==> config.mk <==
export PLATFORM = sky130hd
export DESIGN_NAME = uart_rx_fifo
export DESIGN_NICKNAME = d
export VERILOG_FILES = /design/src/rtl/uart_pkg.sv /design/src/rtl/sync_fifo.sv /design/src/rtl/uart_rx_fifo.sv
export SDC_FILE = /design/constraint.sdc
export NUM_CORES = 1
export LEC_CHECK = 0
export BUFFER_PORTS_ARGS = -buffer_cell sky130_fd_sc_hd__buf_2
export CORE_MARGIN = 2
export CORE_UTILIZATION = 41
export CTS_BUF_LIST = sky130_fd_sc_hd__clkbuf_16
export DETAILED_ROUTE_END_ITERATION = 6
export GPL_TIMING_DRIVEN = 0
export SYNTH_ARGS = -nofsm -noshare
export SYNTH_HDL_FRONTEND = slang
export SYNTH_SLANG_ARGS = --single-unit
==> constraint.sdc <==
create_clock -name clk -period 2.6 [get_ports clk]
set_input_delay 0.52 -clock clk [delete_from_list [all_inputs] [get_ports clk]]
set_output_delay 0.52 -clock clk [all_outputs]
set_load 0.005 [all_outputs]
==> src/rtl/uart_pkg.sv <==
// Shared UART receive definitions: deframer states, data width, baud divisor helper.
// No logic; used by the deframer and its bench.
// No backpressure; constants only.
package uart_pkg;

    localparam int DATA_BITS = 8;

    typedef enum logic [2:0] {
        IDLE,
        START,
        DATA,
        STOP,
        PARITY
    } rx_state_e;

    // Clock cycles per oversample tick, truncated.
    function automatic int calc_divisor(input int clk_hz, input int baud, input int oversample);
        return clk_hz / (baud * oversample);
    endfunction

endpackage

==> src/rtl/sync_fifo.sv <==
// First-word-fall-through FIFO; head word is visible on dout_o whenever not empty.
// Latency: push in cycle N is visible at dout_o in cycle N+1 when previously empty.
// Backpressure: push while full is dropped unless a pop happens in the same cycle.
module sync_fifo #(
    parameter int WIDTH = 8,
    parameter int DEPTH = 8
) (
    input  logic             clk_i,
    input  logic             rst_i,
    input  logic             push_i,
    input  logic [WIDTH-1:0] din_i,
    input  logic             pop_i,
    output logic [WIDTH-1:0] dout_o,
    output logic             full_o,
    output logic             empty_o
);
    localparam int AW = $clog2(DEPTH);

    logic [WIDTH-1:0] mem_q [DEPTH];
    logic [AW:0]      wr_ptr_q;
    logic [AW:0]      rd_ptr_q;
    logic             do_push;
    logic             do_pop;

    // The extra pointer MSB separates full (MSBs differ) from empty (equal).
    assign empty_o = (wr_ptr_q == rd_ptr_q);
    assign full_o  = (wr_ptr_q[AW] != rd_ptr_q[AW]) &&
                     (wr_ptr_q[AW-1:0] == rd_ptr_q[AW-1:0]);
    assign do_pop  = pop_i && !empty_o;
    // A pop frees the slot the same cycle, so a push into a full FIFO still lands.
    assign do_push = push_i && (!full_o || do_pop);
    assign dout_o  = mem_q[rd_ptr_q[AW-1:0]];

    // Pointer update.
    always_ff @(posedge clk_i or posedge rst_i) begin
        if (rst_i) begin
            wr_ptr_q <= '0;
            rd_ptr_q <= '0;
        end else begin
            if (do_push) wr_ptr_q <= wr_ptr_q + 1'b1;
            if (do_pop)  rd_ptr_q <= rd_ptr_q + 1'b1;
        end
    end

    // Storage write; contents need no reset because empty hides them.
    always_ff @(posedge clk_i) begin
        if (do_push) mem_q[wr_ptr_q[AW-1:0]] <= din_i;
    end

endmodule

==> src/rtl/uart_rx_fifo.sv <==
// UART receive front-end: oversampled 8N1 deframer (8E1 with UART_RX_PARITY_EN) feeding a FWFT byte FIFO.
// Latency: byte appears on rx_data/rx_done two cycles after the mid-stop-bit sample (FIFO empty).
// Backpressure: none toward the line; a good byte arriving at a full FIFO is dropped and flagged on overflow.
module uart_rx_fifo
    import uart_pkg::*;
#(
    parameter int CLK_HZ     = 100_000_000,
    parameter int BAUD       = 9600,
    parameter int OVERSAMPLE = 16,
    parameter int FIFO_DEPTH = 8
) (
    input  logic                 clk,
    input  logic                 reset,
    input  logic                 rx,
    input  logic                 rd_en,
    output logic [DATA_BITS-1:0] rx_data,
    output logic                 rx_done,
    output logic                 frame_err,
    output logic                 overflow
);
    localparam int DIV   = calc_divisor(CLK_HZ, BAUD, OVERSAMPLE);
    localparam int DIV_W = (DIV > 1) ? $clog2(DIV) : 1;
    localparam int SW    = $clog2(OVERSAMPLE);
    localparam logic [DIV_W-1:0] DIV_LAST = DIV_W'(DIV - 1);
    localparam logic [SW-1:0]    SAMP_MID  = SW'(OVERSAMPLE / 2 - 1);
    localparam logic [SW-1:0]    SAMP_LAST = SW'(OVERSAMPLE - 1);
    localparam logic [2:0]       BIT_LAST  = 3'(DATA_BITS - 1);

    logic                 rx_meta_q;
    logic                 rx_sync_q;
    logic [DIV_W-1:0]     div_cnt_q;
    logic                 tick;
    rx_state_e            state_q;
    logic [SW-1:0]        samp_cnt_q;
    logic [2:0]           bit_cnt_q;
    logic [DATA_BITS-1:0] shift_q;
    logic                 push_q;
    logic                 frame_err_q;
    logic                 overflow_q;
    logic                 stop_ok;
    logic [DATA_BITS-1:0] fifo_dout;
    logic                 fifo_full;
    logic                 fifo_empty;

`ifdef UART_RX_PARITY_EN
    logic par_q;
    // Even parity: data bits plus parity bit must XOR to zero.
    assign stop_ok = rx_sync_q && !(^{shift_q, par_q});
`else
    assign stop_ok = rx_sync_q;
`endif

    // Two-flop synchroniser; idles high so reset does not look like a start bit.
    always_ff @(posedge clk or posedge reset) begin
        if (reset) begin
            rx_meta_q <= 1'b1;
            rx_sync_q <= 1'b1;
        end else begin
            rx_meta_q <= rx;
            rx_sync_q <= rx_meta_q;
        end
    end

    // Free-running oversample tick divider.
    always_ff @(posedge clk or posedge reset) begin
        if (reset) begin
            div_cnt_q <= '0;
        end else if (div_cnt_q == DIV_LAST) begin
            div_cnt_q <= '0;
        end else begin
            div_cnt_q <= div_cnt_q + 1'b1;
        end
    end

    assign tick = (div_cnt_q == DIV_LAST);

    // Deframer: find start edge, re-check at mid-start, then sample every bit at its centre.
    always_ff @(posedge clk or posedge reset) begin
        if (reset) begin
            state_q     <= IDLE;
            samp_cnt_q  <= '0;
            bit_cnt_q   <= '0;
            shift_q     <= '0;
            push_q      <= 1'b0;
            frame_err_q <= 1'b0;
`ifdef UART_RX_PARITY_EN
            par_q       <= 1'b0;
`endif
        end else begin
            push_q      <= 1'b0;
            frame_err_q <= 1'b0;
            if (tick) begin
                unique case (state_q)
                    IDLE: begin
                        if (!rx_sync_q) begin
                            state_q    <= START;
                            samp_cnt_q <= '0;
                        end
                    end
                    START: begin
                        if (samp_cnt_q == SAMP_MID) begin
                            // A line back high at mid-start was a glitch, not a frame.
                            if (!rx_sync_q) begin
                                state_q    <= DATA;
                                samp_cnt_q <= '0;
                                bit_cnt_q  <= '0;
                            end else begin
                                state_q <= IDLE;
                            end
                        end else begin
                            samp_cnt_q <= samp_cnt_q + 1'b1;
                        end
                    end
                    DATA: begin
                        if (samp_cnt_q == SAMP_LAST) begin
                            samp_cnt_q <= '0;
                            shift_q    <= {rx_sync_q, shift_q[DATA_BITS-1:1]};
                            bit_cnt_q  <= bit_cnt_q + 1'b1;
                            if (bit_cnt_q == BIT_LAST) begin
`ifdef UART_RX_PARITY_EN
                                state_q <= PARITY;
`else
                                state_q <= STOP;
`endif
                            end
                        end else begin
                            samp_cnt_q <= samp_cnt_q + 1'b1;
                        end
                    end
`ifdef UART_RX_PARITY_EN
                    PARITY: begin
                        if (samp_cnt_q == SAMP_LAST) begin
                            samp_cnt_q <= '0;
                            par_q      <= rx_sync_q;
                            state_q    <= STOP;
                        end else begin
                            samp_cnt_q <= samp_cnt_q + 1'b1;
                        end
                    end
`endif
                    STOP: begin
                        if (samp_cnt_q == SAMP_LAST) begin
                            // Back to IDLE at mid-stop so a following start edge is not missed.
                            state_q <= IDLE;
                            if (stop_ok) push_q      <= 1'b1;
                            else         frame_err_q <= 1'b1;
                        end else begin
                            samp_cnt_q <= samp_cnt_q + 1'b1;
                        end
                    end
                    default: state_q <= IDLE;
                endcase
            end
        end
    end

    // Drop flag: a push into a full FIFO with no simultaneous pop loses the byte.
    always_ff @(posedge clk or posedge reset) begin
        if (reset) begin
            overflow_q <= 1'b0;
        end else begin
            overflow_q <= push_q && fifo_full && !rd_en;
        end
    end

    sync_fifo #(
        .WIDTH (DATA_BITS),
        .DEPTH (FIFO_DEPTH)
    ) u_fifo (
        .clk_i   (clk),
        .rst_i   (reset),
        .push_i  (push_q),
        .din_i   (shift_q),
        .pop_i   (rd_en),
        .dout_o  (fifo_dout),
        .full_o  (fifo_full),
        .empty_o (fifo_empty)
    );

    // Empty FIFO presents zero rather than stale storage.
    assign rx_data   = fifo_empty ? '0 : fifo_dout;
    assign rx_done   = !fifo_empty;
    assign frame_err = frame_err_q;
    assign overflow  = overflow_q;

endmodule
## After elaboration in Yosys (flattened, before gate mapping)

Memory sizes are Yosys's and may differ from the RTL's.
Cells that the tools add are included.
W data, S select, Z words.

- RAM bits: 64
- Memories kept: 1
- Latch bits: 0
- Input port bits: 4
- Word-level logic and storage cells: 79
- Flip-flop bits (word level): 41
- Bits in read-only memories: 0
- Output and inout bits: 11

Memories:

| memory | depth | bits a word | read ports | clocked after memory_dff | wr ports | line | text |
|---|---|---|---|---|---|---|---|
| u_fifo.mem_q | 8 | 8 | 1 | 0 | 1 | sync_fifo.sv:19 | `logic [WIDTH-1:0] mem_q [DEPTH];` |

- Reductions and logical operators: 16
- Muxes and demuxes: 28
- Order comparisons: 0
- Shifts and indexed selects: 0
- Add/subtract/negate cells: 5
- Multipliers: 0
- Equality and inequality tests: 17
- Bitwise gates (word level): 0
- Div/mod/pow operators: 0

Operators by type and width:

| kind | count |
|---|---|
| $mux W3 | 8 |
| $mux W4 | 4 |
| $pmux W4 S4 | 1 |
| $ne A2 B2 Y1 const B | 7 |
| $add A4 B1 Y4 const B | 3 |
| $pmux W3 S4 | 1 |
| $add A10 B1 Y10 const B | 1 |
| $eq A10 B10 Y1 const B | 1 |
| $mux W1 | 10 |
| $mux W10 | 1 |
| $mux W8 | 1 |
| $eq A3 B2 Y1 const B | 2 |
| $pmux W3 S2 | 1 |
| $reduce_and A3 Y1 | 2 |
| $reduce_and A6 Y1 | 1 |
| $logic_and A1 B1 Y1 | 5 |
| $reduce_and A5 Y1 | 1 |
| $eq A4 B3 Y1 const B | 1 |
| $eq A4 B4 Y1 | 1 |
| $eq A4 B4 Y1 const B | 1 |
| $reduce_bool A4 Y1 | 1 |
| $add A3 B1 Y3 const B | 1 |
| $eq A3 B1 Y1 const B | 1 |
| $eq A3 B3 Y1 | 1 |
| 7 further kinds | 9 |

## Depth between registers and ports, before layout

Gate-level depths: netlist of the first run.

- Depth after elaboration: 7
- Gate-level depth with buffers: 8

## Hierarchy

From an unflattened synthesis of the first run, not the netlist that was laid out.

- Cells, all modules: 285
- Area, all modules: 4703.3 um^2

Modules (own cells, without submodules):

| module | instances | area an instance (um^2) | cells each |
|---|---|---|---|
| sync_fifo | 1 | 3124.2 | 150 |
| uart_rx_fifo | 1 | 1579.0 | 135 |

## Least setup slack after synthesis of the first run

No wires, ideal clock.

- Path type: register to register
- Start point: register u_fifo.rd_ptr_q[0]
- End point: memory u_fifo.mem_q[4][0], enable pin
- Arrival: 1.823 ns
- Stages on the path, launching flop included: 6
- Setup slack: 0.382 ns
- Required time: 2.205 ns
- Path through: dfrtp_1 buf_2 xnor2_1 nand3_1 nor2_1 nor4_1

- Cells in the longest elaborated chain, start to end: 7
- Elaborated cells on any way between the ends: 10
- Classes of those cells: eq/ne: 2; mux: 2; reduce/logical: 6

Ends and longest elaborated chain:

| item | line | text |
|---|---|---|
| from (decl) | sync_fifo.sv:21 | `logic [AW:0] rd_ptr_q;` |
| from (signal assigned) | sync_fifo.sv:41 | `if (do_pop) rd_ptr_q <= rd_ptr_q + 1'b1;` |
| $eq A4 B4 Y1 or $eq A3 B3 Y1 (tied branches) | sync_fifo.sv:26, sync_fifo.sv:28 |  |
| $logic_not A1 Y1 or $logic_and A1 B1 Y1 (tied branches) | sync_fifo.sv:29, sync_fifo.sv:27 |  |
| $logic_and A1 B1 Y1 or $logic_not A1 Y1 (tied branches) | sync_fifo.sv:29, sync_fifo.sv:31 |  |
| $logic_or A1 B1 Y1 * | sync_fifo.sv:31 | `assign do_push = push_i && (!full_o \|\| do_pop);` |
| $logic_and A1 B1 Y1 * | sync_fifo.sv:31 |  |
| $mux W1 * | sync_fifo.sv:47 | `if (do_push) mem_q[wr_ptr_q[AW-1:0]] <= din_i;` |
| $mux W1 (not written as such) * | sync_fifo.sv:47 |  |
| to (decl) | sync_fifo.sv:19 |  |

Mark *: on every way between the ends. The rest lies on a longest branch, timed or not.

## Worst setup path after layout of the first run

- Start point: register u_fifo.rd_ptr_q[0]
- End point: output rx_data[5]

- Cells in the longest elaborated chain, start to end: 2
- Elaborated cells on any way between the ends: 3
- Classes of those cells: eq/ne: 1; mux: 1; memory: 1

Ends and longest elaborated chain:

| item | line | text |
|---|---|---|
| $mem_v2 Z8 W8 or $eq A4 B4 Y1 (tied branches) | - |  |
| $mux W8 * | uart_rx_fifo.sv:181 | `assign rx_data = fifo_empty ? '0 : fifo_dout;` |
| to (decl) | uart_rx_fifo.sv:16 | `output logic [DATA_BITS-1:0] rx_data,` |

Marks and branches as above.

==> out/qor.yml, run 1 <==
status:
  status: "finished clean"
setup_path:
  cp_max_fo: 10
  path_cells: "buf_12, buf_12, mux4_2, mux2i_2, nor2_1, buf_2"
  crit_type: "reg -> out"
  arrival_ns: 1.98
  r2r_start: "u_fifo.rd_ptr_q[1]$_DFFE_PP0P_"
  reg2reg_depth: 5
  cp_slowest_cell: "mux4_2"
  endpoint_kind: "output port"
  critical_path.top_delay_family: "multiplexers"
  cp.required_ns: 2.08
  r2r_end: "u_fifo.mem_q[3][4]$_DFFE_PP_"
  cp_num_buf_inv: 3
  rrSetupSlack_ns: 0.19
  critPathLaunchType: "flip-flop"
  slowest_delay_ns: 0.52
  path_common_cell: "buf_12"
min_path:
  hold_path.class: "in -> reg"
  holdPathStages: 1
  hp-start: "rx"
  min_to: "rx_meta_q$_DFF_PP1_"
floorplan:
  core_area_um2: 10750
  die-area_um2: 11770
  fp.dieH_um: 108.5
  initial_utilization_pct: 41.66
  io_pins: 15
  std_cell_rows: 38
  die_x_um: 108.5
route:
  wl_per_cell_um: 18.06
  drc: 0
  antenna_violating_nets_post_route: 0
  wl_um: 8417
  drtIter0Drc: 126
  viasPerCell: 5.309
  dr.pass1.iters: 4
  vias: 2474
power:
  total_leakage_power_nw: 1.975
  finalPower_w: 0.003120
  p_per_area_nw_per_um2: 607.6
  irDropWorstVdd_v: 0.0003034
placement:
  io_buffers: 14
  placed_area_um2: 4796
  place_hpwl_um: 5528
  gp_congestion: 0.7548
timing:
  worst_pin_slew_ns: 0.9597
  min_period_ns: 2.502
  setup-violations-final: 0
  rsz0062_at_grt: "no"
  maxSlewViolCount: 0
  fin_worst_skew_ns: 0.01205
  maxSlewHeadroom_pct: 35.67
  timing.final.crit_share_pct: 96.24
  max_freq_ghz: 0.3997
  hold_viol: 0
synthesis:
  synth_edf_count: 64
  synth_largest_area_cell: "edfxtp_1"
  synth_cells: 294
  async_flop_share_pct: 38.46
  syn-num-nets: 305
  ys_ff_latch: 104
  ys_seq_area_share_pct: 65.34
  avgSynthCellArea_um2: 15.23
  yosys.area.top_type_share_pct: 42.93
  synth_area_leaders: "edfxtp_1 (43%), dfrtp_1 (21%), mux4_2 (8.0%)"
  ys_warn_count: 0
  ys_types: 47
  synth_top_flop_cell: "edfxtp_1"
  syn_area_um2: 4477
cells_and_area:
  area_growth_syn_to_layout_pct: 14.70
  final_nets: 332
  n_antenna_cell: 0
  design_area_um2: 5135
  drive_gt1_share_pct: 26.69
clocking:
  clk_pin_slew_worst_paths_ns: 0.07
  postCtsSetupBuffers: 0
  h-tree-depth: 3
  clock_sinks: 104
  clockRootBuffer: "clkbuf_16"
  clock_latency_ns: 0.35
  clock_path_buffers: 2
  cts_tree: "done"
  cts_buffers: 9
global_route:
  grt_usage_pct: 15.83
  grt_pass1_vias: 2517
  grt_overflow: 0
  grt_pass1_wl_um: 13660
  antenna_found_initial: 0
  grt_start_max_net_pins: 41
flow_run:
  cap_violations: 0
[area by class of cell]
type | count | area, um2
Timing Repair Buffer | 18 | 100.1
Fill cell | 970 | 5610
Buffer | 11 | 97.59
Inverter | 10 | 37.54
Tap cell | 140 | 175.2
Multi-Input combinational cell | 167 | 1495
Sequential cell | 104 | 2925
Clock inverter | 7 | 78.83
Clock buffer | 9 | 225.2
[where the power goes]
group / leakage (nW) / internal (W) / total [W] / switching [W]
clock: 0.147 / 0.000756 / 0.00136 / 0.000603
sequential: 1.17 / 0.00174 / 0.00174 / 0.00000135
combinational: 0.660 / 0.00000305 / 0.0000190 / 0.0000160
[registers in the layout, indices dropped and copies added (netlist names)]
| register | cells |
|---|---|
| rx_sync_q | 1 |
| push_q | 1 |
| rx_meta_q | 1 |
| u_fifo.wr_ptr_q | 4 |
| u_fifo.mem_q | 64 |
| frame_err | 1 |
| u_fifo.rd_ptr_q | 4 |
| bit_cnt_q | 3 |
| overflow | 1 |
| state_q | 2 |
| samp_cnt_q | 4 |
| shift_q | 8 |
| div_cnt_q | 10 |
[metrics by stage]
| step | setup slack, ns | TNS [ns] | instances | hold WS, ns | util, % |
|---|---|---|---|---|---|
| floorplan | 0.3823 | 0 | 294 | 0.3452 | - |
| global placement | -0.7934 | -30.22 | 448 | 0.3478 | 43.95 |
| detailed placement | -0.07895 | -0.1849 | 452 | 0.3525 | 44.63 |
| CTS | 0.01024 | 0 | 466 | 0.2660 | 47.65 |
| global route | 0.02122 | 0 | 466 | 0.2664 | 47.79 |
| finish | 0.09785 | 0 | 466 | 0.2723 | 47.79 |
[cells by family (layout without fill, tap and decap cells)]
| family | Yosys count | count (layout) | share of synthesized area [%] |
|---|---|---|---|
| buffers and inverters | 23 | 55 | 2.376 |
| AND/OR/NAND/NOR | 80 | 80 | 9.083 |
| adder cells (fa/ha/maj) | 7 | 7 | 1.956 |
| XOR/XNOR | 16 | 16 | 3.130 |
| AO/OA/AOI/OAI | 25 | 25 | 3.829 |
| flip-flops | 104 | 104 | 65.34 |
| multiplexers | 39 | 39 | 14.28 |
[placed cells by master, fill, tap and decap left out, types with 5 or more instances in the layout]
cell type / n
xnor2_1: 13
nand2_1: 15
mux2_4: 9
buf_4: 5
mux2i_1: 10
buf_2: 15
o21ai_0: 6
mux4_2: 16
nor2_1: 24
clkbuf_16: 9
inv_1: 9
dfrtp_1: 38
ha_1: 7
edfxtp_1: 64
nand3_1: 8
[repair_timing]
item,in CTS,in global routing
hold buffers,0,0
gates resized for setup,10,4
endpoints found under the setup margin,9,5
[synth_stat cells, types with 2 or more instances]
cell type	instances
mux2i_1	11
o211ai_1	2
and2_1	2
dfstp_2	2
nand2b_1	2
nor2b_1	3
inv_1	10
or3_4	3
nor4_1	4
o21ai_0	6
nor3_1	6
mux4_2	16
edfxtp_1	64
a31oi_1	2
buf_2	4
nand2_1	15
buf_6	2
nor2_1	24
mux2_2	2
and3_1	2
ha_1	7
nand4_1	4
dfrtp_1	38
xnor2_1	13
a21oi_1	4
nand3_1	8
xor2_1	3
clkbuf_1	6
or3_1	2
mux2_4	9
o31ai_1	2
[how the worst max path moves through the flow]
stage	startpoint	endpoint	slack (ns)	depth (start not counted)
5_1_grt	u_fifo.rd_ptr_q[0]$_DFFE_PP0P_	rx_data[5]	0.02	6
4_1_cts	u_fifo.rd_ptr_q[0]$_DFFE_PP0P_	rx_data[5]	0.01	6
6_report	u_fifo.rd_ptr_q[0]$_DFFE_PP0P_	rx_data[5]	0.1	6
2_1_floorplan	u_fifo.rd_ptr_q[0]$_DFFE_PP0P_	u_fifo.mem_q[4][0]$_DFFE_PP_	0.38	5
3_3_place_gp	u_fifo.rd_ptr_q[0]$_DFFE_PP0P_	u_fifo.mem_q[4][3]$_DFFE_PP_	-0.79	5
3_5_place_dp	u_fifo.rd_ptr_q[0]$_DFFE_PP0P_	rx_data[5]	-0.08	6
[per-layer routing]
layer | part of all wire, % | track usage (%) | wire length (um) | vias up
met1 | 43 | 20.42 | 3644 | 1266
met5 | 0 | 0 | 0 | -
met2 | 52 | 27.01 | 4382 | 48
met3 | 3.6 | 2.773 | 303 | 8
met4 | 1.0 | 5.495 | 86 | 0
li1 | - | - | - | 1152
(Power assumes the default switching activity.)
==> run 2: changes to the inputs <==
--- a/config.mk
+++ b/config.mk
@@ -7,10 +7,11 @@
 export LEC_CHECK = 0
 export BUFFER_PORTS_ARGS = -buffer_cell sky130_fd_sc_hd__buf_2
 export CORE_MARGIN = 2
-export CORE_UTILIZATION = 41
+export CORE_UTILIZATION = 61
 export CTS_BUF_LIST = sky130_fd_sc_hd__clkbuf_16
 export DETAILED_ROUTE_END_ITERATION = 6
-export GPL_TIMING_DRIVEN = 0
+export GPL_TIMING_DRIVEN = 1
+export PLACE_DENSITY = 0.79
 export SYNTH_ARGS = -nofsm -noshare
 export SYNTH_HDL_FRONTEND = slang
 export SYNTH_SLANG_ARGS = --single-unit
==> run 2 against run 1 <==
  * Sequential share of layout area up 1.6 points
  * Clock power down 6%
  * Critical path depth down 1
  * Non-clock buffer count down 2
  * Fmax up 3.4%
  * Cell count down 9.2%
  * Global-route usage up 4.5 points
  * Power down 2.7%
  * Register-to-register slack better by 0.05 ns
  * Worst hold slack better by 0.00065 ns
  * Largest power group unchanged
==> out/qor.yml, run 2 (synthesis results as in run 1) <==
global_route:
  grt_start_max_net_pins: 41
  grt_usage_pct: 20.38
  grt_overflow: 0
  grt_pass1_wl_um: 11810
  grt_pass1_vias: 2266
  antenna_found_initial: 0
route:
  drtIter0Drc: 204
  antenna_violating_nets_post_route: 0
  dr.pass1.iters: 4
  wl_um: 7291
  wl_per_cell_um: 17.24
  vias: 2425
  drc: 0
  viasPerCell: 5.733
clocking:
  clock_sinks: 104
  clock_latency_ns: 0.35
  h-tree-depth: 3
  clock_path_buffers: 2
  clk_pin_slew_worst_paths_ns: 0.07
  cts_buffers: 9
  cts_tree: "done"
  hold_buffers: 0
  clockRootBuffer: "clkbuf_16"
status:
  status: "finished clean"
timing:
  maxSlewHeadroom_pct: 25.49
  maxSlewViolCount: 0
  max_freq_ghz: 0.4132
  rsz0062_at_grt: "no"
  setup-violations-final: 0
  finalSetupTns_ns: 0
  fin_worst_skew_ns: 0.01110
  timing.final.crit_share_pct: 93.09
  hold_viol: 0
  min_period_ns: 2.420
  worst_pin_slew_ns: 1.109
cells_and_area:
  design_area_um2: 4991
  largest_reg_flops: 64
  final_cell_mix: "edfxtp_1 (64), dfrtp_1 (38), nor2_1 (24)"
  final_nets: 330
  area_growth_syn_to_layout_pct: 11.49
  final_common_cell: "edfxtp_1"
  drive_gt1_share_pct: 24.38
  n_antenna_cell: 0
floorplan:
  fp.dieH_um: 89.67
  die_x_um: 89.67
  core_area_um2: 7176
  initial_utilization_pct: 62.39
  io_pins: 15
  die-area_um2: 8040
  std_cell_rows: 31
setup_path:
  cp_max_fo: 19
  rrSetupSlack_ns: 0.24
  slowest_delay_ns: 0.55
  crit_type: "reg -> out"
  arrival_ns: 1.90
  reg2reg_depth: 6
  path_cells: "buf_6, mux4_2, mux2i_1, nor2_1, buf_2"
  critPathLaunchType: "flip-flop"
  setup.worst_path.start: "u_fifo.rd_ptr_q[0]$_DFFE_PP0P_"
  endpoint_kind: "output port"
  cp.required_ns: 2.08
  r2r_start: "div_cnt_q[0]$_DFF_PP0_"
  r2r_end: "shift_q[0]$_DFFE_PP0P_"
  cp_slowest_cell: "mux4_2"
  cp-endpoint: "rx_data[5]"
placement:
  io_buffers: 14
  place_hpwl_um: 4931
  gp_congestion: 0.8097
  placed_area_um2: 4700
power:
  irDropWorstVdd_v: 0.0004258
  finalPower_w: 0.003037
  total_leakage_power_nw: 1.951
  p_per_area_nw_per_um2: 608.5
min_path:
  holdPathStages: 1
  hold_path.class: "in -> reg"
flow_run:
  cap_violations: 0
==> run 2: changes by cell type in the layout (fill, tap and decap cells not counted), moves of 3 or more <==
cell / change
buf_4: +7
nor4_2: -3
clkbuf_1: -3
nor4_1: +3
nor3_1: +4
nor3_2: -4
==> run 2: final cells by class <==
cell class,instances,area [um2]
Clock inverter,7,61.31
Multi-Input combinational cell,167,1446
Tap cell,99,123.9
Inverter,10,37.54
Clock buffer,9,225.2
Sequential cell,104,2925
Timing Repair Buffer,27,171.4
Fill cell,477,2185
==> run 2: how the worst min path moves through the flow <==
stage | startpoint | endpoint | slack [ns]
2_1_floorplan | rx_meta_q$_DFF_PP1_ | rx_sync_q$_DFF_PP1_ | 0.35
3_3_place_gp | rx_meta_q$_DFF_PP1_ | rx_sync_q$_DFF_PP1_ | 0.35
3_5_place_dp | rx_meta_q$_DFF_PP1_ | rx_sync_q$_DFF_PP1_ | 0.35
4_1_cts | rx | rx_meta_q$_DFF_PP1_ | 0.26
5_1_grt | rx | rx_meta_q$_DFF_PP1_ | 0.26
6_report | rx | rx_meta_q$_DFF_PP1_ | 0.27
==> run 2: metal layers <==
metal  track usage, %  part of all wire, %  wire length [um]
met5                0                    0                 0
met4            5.970                  1.4               101
met3            4.662                  4.2               308
met2            32.75                   49              3579
met1            28.32                   45              3302
==> run 2: what timing repair did <==
| action | in CTS | in global routing |
|---|---|---|
| hold endpoints to repair | 0 | 0 |
| setup endpoints to repair | 0 | 9 |
| setup buffers | 0 | 0 |
| gates resized for setup | 0 | 2 |
==> run 2: power by group <==
part	switching [W]	total (W)	internal (W)
clock	0.000608	0.00128	0.000667
sequential	0.00000157	0.00174	0.00174
combinational	0.0000153	0.0000193	0.00000402
total	0.000625	0.00304	0.00241
==> run 2: metrics by stage <==
stage | instances | setup WS, ns | utilization (%) | hold WS, ns
2_1_floorplan | 294 | 0.3823 | - | 0.3452
3_3_place_gp | 407 | 0.3522 | 65.49 | 0.3469
3_5_place_dp | 407 | 0.2738 | 65.49 | 0.3529
4_1_cts | 423 | 0.06624 | 69.49 | 0.2635
5_1_grt | 423 | 0.04393 | 69.56 | 0.2648
6_report | 423 | 0.1797 | 69.56 | 0.2730
==> run 2: worst max-delay path: cells and delay by family, from the launching register on <==
family	cells	cell delay, ns
muxes	2	0.71
buffers and inverters	2	0.39
DFF	1	0.40
and+or+nand+nor	1	0.05
==> run 3: changes to the inputs <==
--- a/config.mk
+++ b/config.mk
@@ -9,9 +9,11 @@
 export CORE_MARGIN = 2
 export CORE_UTILIZATION = 61
 export CTS_BUF_LIST = sky130_fd_sc_hd__clkbuf_16
+export CTS_CLUSTER_DIAMETER = 30
 export DETAILED_ROUTE_END_ITERATION = 6
 export GPL_TIMING_DRIVEN = 1
 export PLACE_DENSITY = 0.79
+export RECOVER_POWER = 50
 export SYNTH_ARGS = -nofsm -noshare
 export SYNTH_HDL_FRONTEND = slang
 export SYNTH_SLANG_ARGS = --single-unit
==> run 3 against run 2 <==
  * Clock skew is essentially flat
  * Critical path depth is the same
  * Clock power about the same
  * Utilization barely moved
  * Clock-buffer cell count stayed put
  * Setup slack improved by 0.0037 ns
  * Sequential share of layout area barely moved
  * Power about the same
  * First-iteration DRC count unchanged
  * Fmax increased by 0.15%
  * Critical path type unchanged
  * Largest power group unchanged
==> out/qor.yml, run 3 (synthesis results as in run 1) <==
timing:
  maxSlewViolCount: 0
  hold_viol: 0
  setup-violations-final: 0
  min_period_ns: 2.417
  timing.final.crit_share_pct: 92.95
  rsz0062_at_grt: "no"
  fin_worst_skew_ns: 0.01109
  maxSlewHeadroom_pct: 25.43
  finalSetupTns_ns: 0
  max_freq_ghz: 0.4138
  worst_pin_slew_ns: 1.110
power:
  finalPower_w: 0.003037
  intPower_w: 0.002412
  p_per_area_nw_per_um2: 608.8
  p_sw_share_pct: 20.58
  switchingPower_w: 0.0006251
  clkPwrFrac_pct: 42.0
  seq_power_share_pct: 57.4
  irDropWorstVdd_v: 0.0004256
  total_leakage_power_nw: 1.950
  p_comb_share_pct: 0.6
cells_and_area:
  final_cell_count_no_fill: 423
  largest_reg_flops: 64
  final_nets: 330
  utilization_pct: 69.52
  area_growth_syn_to_layout_pct: 11.43
  design_area_um2: 4989
  n_antenna_cell: 0
  final_cell_mix: "edfxtp_1 (64), dfrtp_1 (38), nor2_1 (24)"
  drive_gt1_share_pct: 24.38
  final_common_cell: "edfxtp_1"
route:
  dr.pass1.iters: 4
  antenna_violating_nets_post_route: 0
  wl_um: 7296
  drc: 0
  drtIter0Drc: 204
  wl_per_cell_um: 17.25
  viasPerCell: 5.730
  vias: 2424
clocking:
  h-tree-depth: 3
  clk_pin_slew_worst_paths_ns: 0.07
  cts_buffers: 9
  clockRootBuffer: "clkbuf_16"
  clock_path_buffers: 2
  postCtsSetupBuffers: 0
  cts_tree: "done"
  clock_latency_ns: 0.35
  clock_sinks: 104
floorplan:
  fp.dieH_um: 89.67
  core_area_um2: 7176
  initial_utilization_pct: 62.39
  std_cell_rows: 31
  die-area_um2: 8040
  io_pins: 15
  die_x_um: 89.67
global_route:
  grt_start_max_net_pins: 41
  grt_usage_pct: 20.38
  grt_overflow: 0
  grt_pass1_wl_um: 11810
  grt_pass1_vias: 2266
  antenna_found_initial: 0
placement:
  gp_congestion: 0.8097
  dp_cells: 407
  place_hpwl_um: 4931
  placed_area_um2: 4700
  io_buffers: 14
setup_path:
  endpoint_kind: "output port"
  slowest_delay_ns: 0.55
  critPathLaunchType: "flip-flop"
  reg2reg_depth: 6
  cp.depth: 5
  cp_num_buf_inv: 2
  cp_slowest_cell: "mux4_2"
  cp_max_fo: 19
  path_cells: "buf_6, mux4_2, mux2i_1, nor2_1, buf_2"
  crit_type: "reg -> out"
  cp.required_ns: 2.08
  arrival_ns: 1.90
  critical_path.top_delay_family: "multiplexers"
min_path:
  hold_path.class: "in -> reg"
  holdPathStages: 1
flow_run:
  cap_violations: 0
status:
  status: "finished clean"
## run 3: cell count changes in the layout (fill, tap and decap cells not counted)
| cell | change |
|---|---|
| buf_4 | -1 |
| clkbuf_2 | +1 |
## run 3: metrics by stage
stage / hold slack [ns] / setup slack (ns)
after detailed placement: 0.3529 / 0.2738
final: 0.2731 / 0.1834
after CTS: 0.2635 / 0.06624
after floorplan: 0.3452 / 0.3823
after global placement: 0.3469 / 0.3522
after global routing: 0.2648 / 0.04393
## run 3: power by group through the flow
| stage | Combinational (W) | Clock [W] | Sequential, W |
|---|---|---|---|
| 3_3_place_gp | 0.0000195 | 0 | 0.00178 |
| 6_report | 0.0000188 | 0.00128 | 0.00174 |
| 2_1_floorplan | 0.0000122 | 0 | 0.00178 |
| 3_5_place_dp | 0.0000204 | 0 | 0.00178 |
| 5_1_grt | 0.0000227 | 0.00137 | 0.00174 |
| 4_1_cts | 0.0000203 | 0.00130 | 0.00174 |
## run 3: cell type report
| class | count | area, um2 |
|---|---|---|
| clock buffers | 9 | 225.2 |
| clock inverters | 7 | 61.31 |
| fillers | 476 | 2187 |
| inverters | 10 | 37.54 |
| multi-input cells | 167 | 1446 |
| flip-flops and latches | 104 | 2925 |
| well taps | 99 | 123.9 |
| repair buffers | 27 | 168.9 |
## run 3: repair_timing
item	4_1_cts	5_1_grt
hold buffers	0	0
setup endpoints to repair	0	9
gates resized for setup	0	2
## run 3: worst paths after layout
check                      slack [ns]                        endpoint                            from
max reg2reg                      0.24          shift_q[0]$_DFFE_PP0P_          div_cnt_q[0]$_DFF_PP0_
min                              0.27             rx_meta_q$_DFF_PP1_                              rx
min reg2reg                      0.36             rx_sync_q$_DFF_PP1_             rx_meta_q$_DFF_PP1_
max                              0.18                      rx_data[5]  u_fifo.rd_ptr_q[0]$_DFFE_PP0P_
min in group asynchronous        0.47  u_fifo.rd_ptr_q[1]$_DFFE_PP0P_                           reset
max in group asynchronous        1.52          state_q[1]$_DFFE_PP0P_                           reset
## run 3: metal layers
layer  vias up  wire length, um  part of all wire (%)  global-route usage (%)
met4         0              101                   1.4                   5.970
li1       1149                -                     -                       -
met1      1200             3283                    45                   28.32
met5         -                0                     0                       0
met3         9              331                   4.5                   4.662
met2        66             3581                    49                   32.75
